## config.mk

```make
export PLATFORM = sky130hd
export DESIGN_NAME = divided_clock_scheduler
export DESIGN_NICKNAME = d
export VERILOG_FILES = /design/src/rtl/div_sched_pkg.sv /design/src/rtl/divided_clock_scheduler_sclk_gen.sv /design/src/rtl/divided_clock_scheduler.sv
export SDC_FILE = /design/constraint.sdc
export NUM_CORES = 1
export LEC_CHECK = 0
export CAP_MARGIN = 15
export CORE_MARGIN = 5
export CORE_UTILIZATION = 45
export CTS_BUF_LIST = sky130_fd_sc_hd__clkbuf_8
export DETAILED_ROUTE_END_ITERATION = 8
export PLACE_DENSITY_LB_ADDON = 0.3
export SLEW_MARGIN = 20
export SYNTH_ARGS = -nofsm -noshare
export SYNTH_HDL_FRONTEND = slang
export SYNTH_SLANG_ARGS = --single-unit
```

## constraint.sdc

```tcl
create_clock -name clk -period 2.9 [get_ports clk]
set_input_delay 0.58 -clock clk [delete_from_list [all_inputs] [get_ports clk]]
set_output_delay 0.58 -clock clk [all_outputs]
set_load 0.01 [all_outputs]
```

## src/rtl/div_sched_pkg.sv

```systemverilog
// Shared types and the round-robin picker for the divided-clock scheduler.
package div_sched_pkg;

    typedef enum logic [1:0] {
        IDLE = 2'd0,
        RUN  = 2'd1,
        GAP  = 2'd2
    } sched_state_e;

    localparam int MAX_REQ = 32;
    localparam int IDX_W   = 5;

    // First set bit of req_v searching upward from last+1 with wrap over n entries.
    // Returns last when nothing is set; callers gate on |req.
    function automatic int unsigned rr_pick(input logic [MAX_REQ-1:0] req_v,
                                            input int unsigned       last,
                                            input int unsigned       n);
        int unsigned idx;
        rr_pick = last;
        for (int unsigned i = MAX_REQ; i >= 1; i--) begin
            if (i <= n) begin
                idx = last + i;
                if (idx >= n) begin
                    idx = idx - n;
                end
                if (req_v[idx[IDX_W-1:0]]) begin
                    rr_pick = idx;
                end
            end
        end
    endfunction

endpackage

```

## src/rtl/divided_clock_scheduler_sclk_gen.sv

```systemverilog
// Programmable half-period divider; parked at the idle level with a cleared counter while run is low.
module sclk_gen #(
    parameter int   DIV_W      = 16,
    parameter logic IDLE_STATE = 1'b0
) (
    input  logic             clk,
    input  logic             rst,
    input  logic             run,
    input  logic [DIV_W-1:0] div,
    output logic             div_clk_out,
    output logic             edge_stb,
    output logic             period_stb
);

    logic [DIV_W-1:0] half_cnt;
    logic             toggle;

    assign toggle = run && (half_cnt == div - DIV_W'(1));
    // Flags the toggle that brings the output back to idle, i.e. a full period ends at this edge.
    assign period_stb = toggle && (div_clk_out != IDLE_STATE);

    always_ff @(posedge clk) begin
        if (rst || !run) begin
            half_cnt    <= '0;
            div_clk_out <= IDLE_STATE;
            edge_stb    <= 1'b0;
        end else begin
            edge_stb <= toggle;
            if (toggle) begin
                half_cnt    <= '0;
                div_clk_out <= ~div_clk_out;
            end else begin
                half_cnt <= half_cnt + DIV_W'(1);
            end
        end
    end

endmodule

```

## src/rtl/divided_clock_scheduler.sv

```systemverilog
// Round-robin scheduler that lends one divided-clock generator to NUM_REQ requesters for fixed-length bursts.
module divided_clock_scheduler
    import div_sched_pkg::*;
#(
    parameter int   NUM_REQ    = 4,
    parameter int   DIV_W      = 16,
    parameter int   CNT_W      = 8,
    parameter logic IDLE_STATE = 1'b0
) (
    input  logic                     clk,
    input  logic                     rst,
    input  logic [NUM_REQ-1:0]       req,
    input  logic [NUM_REQ*DIV_W-1:0] req_div,
    input  logic [NUM_REQ*CNT_W-1:0] req_cycles,
    output logic [NUM_REQ-1:0]       grant,
    output logic [NUM_REQ-1:0]       done,
    output logic                     busy,
    output logic                     div_clk_out,
    output logic                     edge_stb
);

    // Handshake: req is a level request sampled only in IDLE; grant stays high for the whole
    // burst, done pulses once to the owner as grant falls, and the owner must drop req by the
    // cycle after done or it competes again.

    localparam int OWN_W = $clog2(NUM_REQ);

    sched_state_e       state, next_state;
    logic [OWN_W-1:0]   last_grant, pick;
    logic [DIV_W-1:0]   div_l, pick_div;
    logic [CNT_W-1:0]   cycles_l, pick_cycles, period_cnt;
    logic [NUM_REQ-1:0] grant_d, done_d;
    logic               load, finish, gen_run, period_stb;

    always_comb begin
        pick        = OWN_W'(rr_pick(MAX_REQ'(req), 32'(last_grant), unsigned'(NUM_REQ)));
        pick_div    = req_div[int'(pick)*DIV_W +: DIV_W];
        pick_cycles = req_cycles[int'(pick)*CNT_W +: CNT_W];
    end

    // A zero-length burst finishes on its first RUN cycle without ever starting the generator.
    assign gen_run = (state == RUN) && (cycles_l != '0);
    assign finish  = (cycles_l == '0) ||
                     (period_stb && (period_cnt == cycles_l - CNT_W'(1)));

    always_comb begin
        next_state = state;
        grant_d    = grant;
        done_d     = '0;
        load       = 1'b0;
        case (state)
            IDLE: begin
                grant_d = '0;
                if (|req) begin
                    next_state = RUN;
                    load       = 1'b1;
                    grant_d    = NUM_REQ'(1) << pick;
                end
            end
            RUN: begin
                if (finish) begin
                    next_state = GAP;
                    grant_d    = '0;
                    done_d     = NUM_REQ'(1) << last_grant;
                end
            end
            GAP: begin
                grant_d    = '0;
                next_state = IDLE;
            end
            default: begin
                grant_d    = '0;
                next_state = IDLE;
            end
        endcase
    end

    always_ff @(posedge clk) begin
        if (rst) begin
            state      <= IDLE;
            grant      <= '0;
            done       <= '0;
            busy       <= 1'b0;
            last_grant <= OWN_W'(NUM_REQ - 1);
            div_l      <= DIV_W'(1);
            cycles_l   <= '0;
            period_cnt <= '0;
        end else begin
            state <= next_state;
            grant <= grant_d;
            done  <= done_d;
            busy  <= (next_state != IDLE);
            if (load) begin
                last_grant <= pick;
                div_l      <= (pick_div == '0) ? DIV_W'(1) : pick_div;
                cycles_l   <= pick_cycles;
                period_cnt <= '0;
            end else if ((state == RUN) && period_stb) begin
                period_cnt <= period_cnt + CNT_W'(1);
            end
        end
    end

    sclk_gen #(
        .DIV_W      (DIV_W),
        .IDLE_STATE (IDLE_STATE)
    ) u_sclk_gen (
        .clk         (clk),
        .rst         (rst),
        .run         (gen_run),
        .div         (div_l),
        .div_clk_out (div_clk_out),
        .edge_stb    (edge_stb),
        .period_stb  (period_stb)
    );

endmodule
```

==> results of run 1 <==
[state kept, by name (all words and copies together), names as in the netlist]
| name | count |
|---|---|
| u_sclk_gen.div_clk_out | 1 |
| period_cnt | 8 |
| done | 4 |
| div_l | 16 |
| state | 2 |
| busy | 1 |
| u_sclk_gen.half_cnt | 16 |
| grant | 4 |
| cycles_l | 8 |
| u_sclk_gen.edge_stb | 1 |
| last_grant | 2 |
[metal layers]
layer | global-route usage (%) | vias up | routed length (µm)
li1 | - | 1993 | -
met1 | 24.66 | 2004 | 5023
met2 | 35.97 | 168 | 6494
met3 | 4.462 | 32 | 770
met4 | 6.105 | 0 | 349
met5 | 0 | - | 0
[where the power goes]
part           switching [mW]  internal [mW]
sequential              0.175           1.03
clock                   0.344          0.576
combinational            1.95           2.26
[through the flow]
| step | worst slack (ns) | area [µm²] | util (%) | std cells | hold slack, ns |
|---|---|---|---|---|---|
| final | -0.004927 | 6251 | 70.99 | 742 | 0.4719 |
| after global routing | -0.1234 | 6251 | 70.99 | 742 | 0.4813 |
| after CTS | 0.01238 | 5991 | 68.03 | 728 | 0.4714 |
| after detailed placement | -0.5057 | 5652 | 64.18 | 704 | 0.4530 |
| after global placement | -0.3666 | 5652 | 64.18 | 704 | 0.4456 |
| after floorplan | 0.001909 | 4121 | - | 456 | 0.4488 |
[kinds of logic after synthesis]
group,after synthesis,synth area share (%)
flip-flops,63,30.68
AO/OA/AOI/OAI,76,11.90
multiplexers,28,14.76
adder cells (fa/ha/maj),10,3.044
buffers and inverters,34,3.622
XOR/XNOR,47,10.20
AND/OR/NAND/NOR,198,25.78
[worst min-delay path by stage]
stage	to	slack (ns)	depth (start not counted)
after global placement	grant[1]$_SDFFE_PP0P_	0.45	1
after CTS	grant[1]$_SDFFE_PP0P_	0.47	1
final	grant[1]$_SDFFE_PP0P_	0.47	1
after detailed placement	grant[1]$_SDFFE_PP0P_	0.45	1
after global routing	grant[1]$_SDFFE_PP0P_	0.48	1
after floorplan	div_l[15]$_SDFFE_PP0P_	0.45	2
[layout make-up]
| type | count | area [µm²] |
|---|---|---|
| multi-input cells | 361 | 2873 |
| inverters | 16 | 62.56 |
| fillers | 615 | 2555 |
| flip-flops and latches | 63 | 1267 |
| repair buffers | 178 | 1670 |
| clock buffers | 13 | 178.9 |
| well taps | 108 | 135.1 |
| clock inverters | 3 | 63.81 |
[placed cells by master, fill, tap and decap left out, types with 7 or more instances in the layout]
cell	netlist	routed
mux4_2	17	19
buf_4	0	59
xnor2_1	28	28
and3_1	9	9
a21oi_1	37	36
clkbuf_8	0	13
nand2b_1	7	7
nand3_1	15	14
nor3_1	13	11
o21ai_0	9	9
nand4_1	7	7
nor2_1	39	38
inv_1	14	14
nand2_1	69	68
xor2_1	18	18
dfxtp_1	63	60
clkdlybuf4s50_1	0	108
ha_1	10	8
[timing repair]
item	CTS	global route
pin swaps	4	11
buffers inserted	8	11
setup endpoints to repair	1	26
gates cloned	0	3
resized for setup	3	42
==> summary.txt, run 1 <==
Cells and area
  – Diodes inserted: 0
  – Area Growth Syn to Fin: 52.09%
  – Layout cells sized above 1: 23.03%
  – Final #Nets: 741

Synthesis
  – Area share of the largest cell type after synthesis: 30.68%
  – Synth Instances: 456
  – Synth Register Bits: 63
  – Sequential fraction of the synthesis area: 30.68%
  – Top-count cell post-synth: nand2_1
  – Post-synth EDFFs: 0
  – Cell Area, Synth: 4110 µm²
  – Synthesized Nets: 568
  – Top cells by area, synth: dfxtp_1, mux4_2, nand2_1, xnor2_1, a21oi_1
  – Syn avg cell area: 9.014 µm²
  – Synth unique cells: 64
  – Synth warnings: 0
  – Most used DFF post-synth: dfxtp_1
  – Post-synth top cells: nand2_1, dfxtp_1, nor2_1
  – Leading area contributor after synthesis: dfxtp_1
  – Post-synth ARST share: 0%

Setup path
  – Crit Path Category: flip-flop to flip-flop
  – Slowest-stage cell, CP: dfxtp_2
  – Crit path arrival time: 3.17 ns
  – Worst r2r src: last_grant[0]$_SDFFE_PP1P_
  – R2r setup slk: -0.005 ns
  – R2r worst-path depth: 13
  – Crit path buffers/inverters: 4
  – CP Launch Point: last_grant[0]$_SDFFE_PP1P_
  – CP required: 3.16 ns
  – CP Capture Type: flip-flop
  – Worst path top cell family by delay: compound AO/OA/AOI/OAI gates
  – CP peak stage delay: 0.36 ns
  – Worst setup path endpoint: div_l[0]$_SDFFE_PP1P_
  – CP startpoint kind: flip-flop
  – Critical Path, Cell by Cell: buf_6, mux2i_2, buf_4, o21a_1, o21ai_0, o21a_2, xnor2_4, buf_6, buf_4, mux4_2, nor4_2, nand4_1, a21oi_2
  – FF-to-FF End: div_l[0]$_SDFFE_PP1P_
  – WP depth: 13
  – CP Max Fanout: 6

Die
  – Area of the core: 8806 µm²
  – Die Area: 11,150 µm²
  – # rows: 34
  – Ports: 113
  – Effective utilization at floorplan: 46.68%
  – Die height: 105.6 µm
  – Die Wd: 105.6 µm

GRT
  – Pin count of the biggest net entering global routing: 32
  – First-pass GRT wire length: 18,820 µm
  – Initial antenna violation count: 0
  – Tot GR Track Use: 20.31%
  – GR Overflow Total: 0
  – Vias in the first global route: 4,172

Power
  – Worst-case vdd ir drop: 0.7257 mV
  – Total leakage power: 2.446 nW
  – Power Total: 6.344 mW
  – P per Cell Area: 1015 nW/µm²

STA
  – Final setup vio count: 1
  – Hold Fails Final Rpt: 0
  – Final max-slew violation count: 0
  – RSZ-0062 raised after global routing: yes
  – Slew HR: 58.47%
  – Highest Clock Rate: 344.2 MHz
  – Worst clock skew: 0.01097 ns
  – Period utilization: 100.2%
  – Worst Max-Slew Pin Slew: 0.6172 ns
  – Tmin final: 2.905 ns
  – Setup TNS: -0.004927 ns
  – Setup WS post-layout: -0.004927 ns

CTS
  – # hold bufs at CTS: 0
  – Worst-case clock buffer depth: 2
  – CTS tree: built
  – Root buf cell: clkbuf_8
  – CTS H-tree depth: 3
  – Clock transition at the registers of the reported paths: 0.07 ns
  – Skew-Pair Late Insertion Delay: 0.34 ns
  – CTS sink count: 63
  – CTS buffer count: 9

Min path
  – Hold_sp: grant[1]$_SDFFE_PP0P_
  – Worst Hold Class: flip-flop to flip-flop

Flow run
  – Max_cap viols: 0

Routing
  – Drt total wl: 12,640 µm
  – Total number of vias: 4,197
  – First-pass DRT Iterations: 4
  – Post-route ant nets: 0
  – Routed len/inst: 17.03 µm
  – Via density: 5.656
  – Detailed Route Iter0 Violations: 190
  – Residual DRC: 0

Placed design
  – PortBufs: 112
  – DP Wirelength: 9216 µm
  – GP Congestion: 0.8807

Run status
  – Status: complete, but fails checks
  – Failing checks: negative setup slack
No activity file was read; power rests on OpenSTA's default activity.
==> inputs of run 2 (changes only) <==
--- a/config.mk
+++ b/config.mk
@@ -11,6 +11,7 @@
 export CTS_BUF_LIST = sky130_fd_sc_hd__clkbuf_8
 export DETAILED_ROUTE_END_ITERATION = 8
 export PLACE_DENSITY_LB_ADDON = 0.3
+export REMOVE_ABC_BUFFERS = 1
 export SLEW_MARGIN = 20
 export SYNTH_ARGS = -nofsm -noshare
 export SYNTH_HDL_FRONTEND = slang
==> summary.txt, run 2 (synthesis results as in run 1) <==
STA
  – Setup WS post-layout: 0.05831 ns
  – Setup TNS: 0 ns
  – RSZ-0062 raised after global routing: yes
  – Period utilization: 97.99%
  – Hold Fails Final Rpt: 0
  – Worst clock skew: 0.01244 ns
  – Worst Max-Slew Pin Slew: 0.7910 ns
  – Highest Clock Rate: 351.9 MHz
  – Final max-slew violation count: 0
  – Slew HR: 46.98%
  – Final setup vio count: 0
  – Tmin final: 2.842 ns

Cells and area
  – Biggest regs: div_l (16), u_sclk_gen.half_cnt (16)
  – Cell area after layout: 6066 µm²
  – Most common cell after layout, fill and taps aside: clkdlybuf4s50_1
  – Layout cells sized above 1: 21.38%
  – Area Growth Syn to Fin: 47.58%
  – Sequential cell area: 1269 µm²
  – Finished Layout Cells: 730
  – Commonest non-fill, non-tap cells in the layout: clkdlybuf4s50_1, nand2_1, dfxtp_1
  – Area of the multi-input gates: 2834 µm²
  – Diodes inserted: 0
  – Final #Nets: 729
  – Layout fillers: 671

Power
  – Power Total: 5.811 mW
  – Internal power: 3.463 mW
  – Clk pwr share: 13.8%
  – P per Cell Area: 957.9 nW/µm²
  – Combinational power share: 65.4%
  – Switching Power: 2.348 mW
  – Total leakage power: 2.340 nW
  – Switching part of the total: 40.41%
  – Worst-case vdd ir drop: 0.6326 mV
  – Sequential Power Share: 20.8%

Setup path
  – Slowest-stage cell, CP: mux4_2
  – Crit Path Category: flip-flop to flip-flop
  – CP Max Fanout: 5
  – Crit path arrival time: 3.12 ns
  – Critical Path, Cell by Cell: inv_4, ha_4, or2_4, or2_4, a41oi_4, nand2_4, buf_6, mux4_2, nor4_4, buf_4, nand4_1, a21oi_1
  – CP Capture Type: flip-flop
  – CP required: 3.18 ns
  – CP startpoint kind: flip-flop
  – CP peak stage delay: 0.46 ns
  – Most frequent CP cell: or2_4

GRT
  – Tot GR Track Use: 21.89%
  – Initial antenna violation count: 0
  – GR Overflow Total: 0
  – First-pass GRT wire length: 19,710 µm
  – Vias in the first global route: 4,204
  – Pin count of the biggest net entering global routing: 32

Routing
  – Drt total wl: 12,910 µm
  – Via density: 5.697
  – Post-route ant nets: 0
  – First-pass DRT Iterations: 4
  – Detailed Route Iter0 Violations: 252
  – Residual DRC: 0
  – Routed len/inst: 17.69 µm
  – Total number of vias: 4,159

CTS
  – CTS tree: built
  – Worst-case clock buffer depth: 2
  – CTS buffer count: 9
  – Skew-Pair Late Insertion Delay: 0.35 ns
  – CTS sink count: 63
  – Root buf cell: clkbuf_8
  – CTS H-tree depth: 3
  – Clock transition at the registers of the reported paths: 0.08 ns

Die
  – Ports: 113
  – Die Area: 11,150 µm²
  – Die Wd: 105.6 µm
  – Area of the core: 8806 µm²
  – Die height: 105.6 µm
  – Effective utilization at floorplan: 46.68%
  – # rows: 34

Placed design
  – Placed cell areas: 5610 µm²
  – DP Wirelength: 9652 µm
  – PortBufs: 112
  – GP Congestion: 0.9146
  – Worst slack, placed: -0.4353 ns
  – Inst Count DP: 700

Flow run
  – Max_cap viols: 0

Run status
  – Status: complete, no violations

Min path
  – Worst Hold Class: flip-flop to flip-flop
[run 2: layer usage]
layer | track usage [%] | vias to the layer above | wire [µm]
met3 | 4.218 | 27 | 878
met1 | 27.10 | 1996 | 5325
met2 | 38.07 | 166 | 6418
met4 | 7.678 | 0 | 291
li1 | - | 1970 | -
met5 | 0 | - | 0
[run 2: worst paths after layout]
check | startpoint | end | slack [ns] | cells after the start
max | last_grant[0]$_SDFFE_PP1P_ | div_l[0]$_SDFFE_PP1P_ | 0.06 | 12
min | grant[0]$_SDFFE_PP0P_ | grant[0]$_SDFFE_PP0P_ | 0.48 | 1
max reg2reg | last_grant[0]$_SDFFE_PP1P_ | div_l[0]$_SDFFE_PP1P_ | 0.06 | 12
min reg2reg | grant[0]$_SDFFE_PP0P_ | grant[0]$_SDFFE_PP0P_ | 0.48 | 1
[run 2: layout make-up]
type	count	share of cell area (%)
Multi-Input combinational cell	361	46.72
Tap cell	108	2.228
Timing Repair Buffer	166	25.60
Clock inverter	5	0.9282
Clock buffer	11	2.496
Sequential cell	63	20.92
Inverter	16	1.114
[run 2: critical path: cells and delay by family, from the launching register on]
| family | cells | cell delay, ns |
|---|---|---|
| flip-flops | 1 | 0.38 |
| multiplexers | 1 | 0.46 |
| AO/OA/AOI/OAI | 2 | 0.40 |
| AND/OR/NAND/NOR | 5 | 1.03 |
| adder cells (fa/ha/maj) | 1 | 0.15 |
| buffers and inverters | 3 | 0.35 |
[run 2: repair_timing]
| action | in CTS | in global routing |
|---|---|---|
| cloned | 1 | 1 |
| resized for setup | 9 | 35 |
| hold buffers | 0 | 0 |
| pin swaps | 5 | 12 |
| setup buffers | 5 | 7 |
| endpoints found under the setup margin | 1 | 18 |
| endpoints found under the hold margin | 0 | 0 |
[run 2: power groups by stage]
stage	registers, mW	logic (mW)	clock network, mW
global route	1.23	4.11	0.840
CTS	1.19	3.58	0.805
detailed placement	1.20	3.42	0
finish	1.21	3.80	0.801
floorplan	1.21	2.20	0
global placement	1.19	3.30	0
[run 2: stage by stage]
step | utilization, % | hold WS (ns)
floorplan | - | 0.4428
global placement | 63.71 | 0.4599
detailed placement | 63.71 | 0.4570
CTS | 66.79 | 0.4828
global route | 68.88 | 0.5068
finish | 68.88 | 0.4821
==> inputs of run 3 (changes only) <==
--- a/config.mk
+++ b/config.mk
@@ -11,6 +11,7 @@
 export CTS_BUF_LIST = sky130_fd_sc_hd__clkbuf_8
 export DETAILED_ROUTE_END_ITERATION = 8
 export PLACE_DENSITY_LB_ADDON = 0.3
+export RECOVER_POWER = 100
 export REMOVE_ABC_BUFFERS = 1
 export SLEW_MARGIN = 20
 export SYNTH_ARGS = -nofsm -noshare
==> summary.txt, run 3 (synthesis results as in run 1) <==
Run status
  – Status: complete, no violations

Cells and area
  – Layout fillers: 670
  – Most common cell after layout, fill and taps aside: clkdlybuf4s50_1
  – Finished Layout Cells: 730
  – Area Growth Syn to Fin: 47.49%
  – Biggest regs: div_l (16), u_sclk_gen.half_cnt (16)
  – Layout cells sized above 1: 21.22%
  – Diodes inserted: 0
  – Commonest non-fill, non-tap cells in the layout: clkdlybuf4s50_1, nand2_1, dfxtp_1
  – Final #Nets: 729
  – Cell area after layout: 6062 µm²

CTS
  – Clock transition at the registers of the reported paths: 0.08 ns
  – CTS buffer count: 9
  – # hold bufs at CTS: 0
  – CTS H-tree depth: 3
  – Root buf cell: clkbuf_8
  – Skew-Pair Late Insertion Delay: 0.35 ns
  – CTS tree: built
  – Worst-case clock buffer depth: 2
  – CTS sink count: 63

Placed design
  – DP Wirelength: 9652 µm
  – PortBufs: 112
  – Inst Count DP: 700
  – Placed cell areas: 5610 µm²
  – GP Congestion: 0.9146

STA
  – Slew HR: 47.27%
  – Worst clock skew: 0.01211 ns
  – Tmin final: 2.842 ns
  – Final setup vio count: 0
  – Highest Clock Rate: 351.9 MHz
  – RSZ-0062 raised after global routing: yes
  – Worst Max-Slew Pin Slew: 0.7867 ns
  – Hold Fails Final Rpt: 0
  – Final max-slew violation count: 0
  – Period utilization: 97.98%

Routing
  – Routed len/inst: 17.69 µm
  – Drt total wl: 12,910 µm
  – First-pass DRT Iterations: 4
  – Total number of vias: 4,176
  – Via density: 5.721
  – Detailed Route Iter0 Violations: 250
  – Post-route ant nets: 0
  – Residual DRC: 0

Power
  – Worst-case vdd ir drop: 0.6322 mV
  – Total leakage power: 2.371 nW
  – Power Total: 5.795 mW
  – P per Cell Area: 955.9 nW/µm²

Die
  – Die height: 105.6 µm
  – Ports: 113
  – Area of the core: 8806 µm²
  – # rows: 34
  – Die Area: 11,150 µm²
  – Effective utilization at floorplan: 46.68%
  – Die Wd: 105.6 µm

Setup path
  – Crit path arrival time: 3.12 ns
  – Crit Path Category: flip-flop to flip-flop
  – CP Max Fanout: 5
  – CP startpoint kind: flip-flop
  – CP required: 3.18 ns
  – CP Capture Type: flip-flop

GRT
  – Pin count of the biggest net entering global routing: 32
  – Initial antenna violation count: 0
  – GR Overflow Total: 0
  – Tot GR Track Use: 21.89%
  – Vias in the first global route: 4,204
  – First-pass GRT wire length: 19,710 µm

Min path
  – Worst Hold Class: flip-flop to flip-flop

Flow run
  – Max_cap viols: 0
-- run 3: cell types whose count changed in the layout (fill, tap and decap cells not counted) --
cell,previous run,this run
clkdlybuf4s50_1,108,97
buf_4,50,49
dlygate4sd3_1,0,11
clkbuf_1,0,1
-- run 3: repair_timing --
item,in CTS,in global routing
resized for setup,9,35
setup buffers,5,7
setup endpoints to repair,1,18
pin swaps,5,12
gates cloned,1,1
-- run 3: stage by stage --
step	hold slack (ns)	utilization, %	TNS (ns)	setup WS, ns
6_report	0.4768	68.84	0	0.05847
5_1_grt	0.5030	68.84	-0.08770	-0.06907
4_1_cts	0.4828	66.79	0	0.002685
3_5_place_dp	0.4570	63.71	-1.735	-0.4353
3_3_place_gp	0.4599	63.71	-0.5767	-0.2877
2_1_floorplan	0.4428	-	-6.670	-0.5846
-- run 3: cell type report --
class / instances / area, µm² / share of cell area, %
Sequential cell: 63 / 1269 / 20.93
Clock buffer: 11 / 151.4 / 2.497
Tap cell: 108 / 135.1 / 2.229
Clock inverter: 5 / 56.30 / 0.9288
Inverter: 16 / 67.56 / 1.115
Multi-Input combinational cell: 361 / 2834 / 46.75
Timing Repair Buffer: 166 / 1549 / 25.55
-- run 3: worst paths after layout --
check / start / slack, ns / end / cells after the start
worst max register to register: last_grant[0]$_SDFFE_PP1P_ / 0.06 / div_l[0]$_SDFFE_PP1P_ / 12
worst max-delay path: last_grant[0]$_SDFFE_PP1P_ / 0.06 / div_l[0]$_SDFFE_PP1P_ / 12
worst min register to register: grant[0]$_SDFFE_PP0P_ / 0.48 / grant[0]$_SDFFE_PP0P_ / 1
worst min-delay path: grant[0]$_SDFFE_PP0P_ / 0.48 / grant[0]$_SDFFE_PP0P_ / 1
-- run 3: worst max-delay path, stage by stage (launching register included) --
cell	delay, ns
dfxtp_4	0.38
inv_4	0.05
ha_4	0.15
or2_4	0.25
or2_4	0.26
a41oi_4	0.27
nand2_4	0.12
buf_6	0.14
mux4_2	0.46
nor4_4	0.31
buf_4	0.16
nand4_1	0.09
a21oi_1	0.13
-- run 3: routing by layer --
metal / routed length [µm] / global-route usage, % / vias to the layer above
li1: - / - / 1969
met1: 5231 / 27.10 / 1992
met2: 6430 / 38.07 / 188
met3: 957 / 4.218 / 27
met4: 291 / 7.678 / 0
met5: 0 / 0 / -
-- run 3: power breakdown --
group          switching (mW)  total [mW]  internal [mW]
Sequential              0.175        1.21           1.03
Combinational            1.81        3.78           1.97
Clock                   0.361       0.803          0.442
Total                    2.35        5.79           3.45
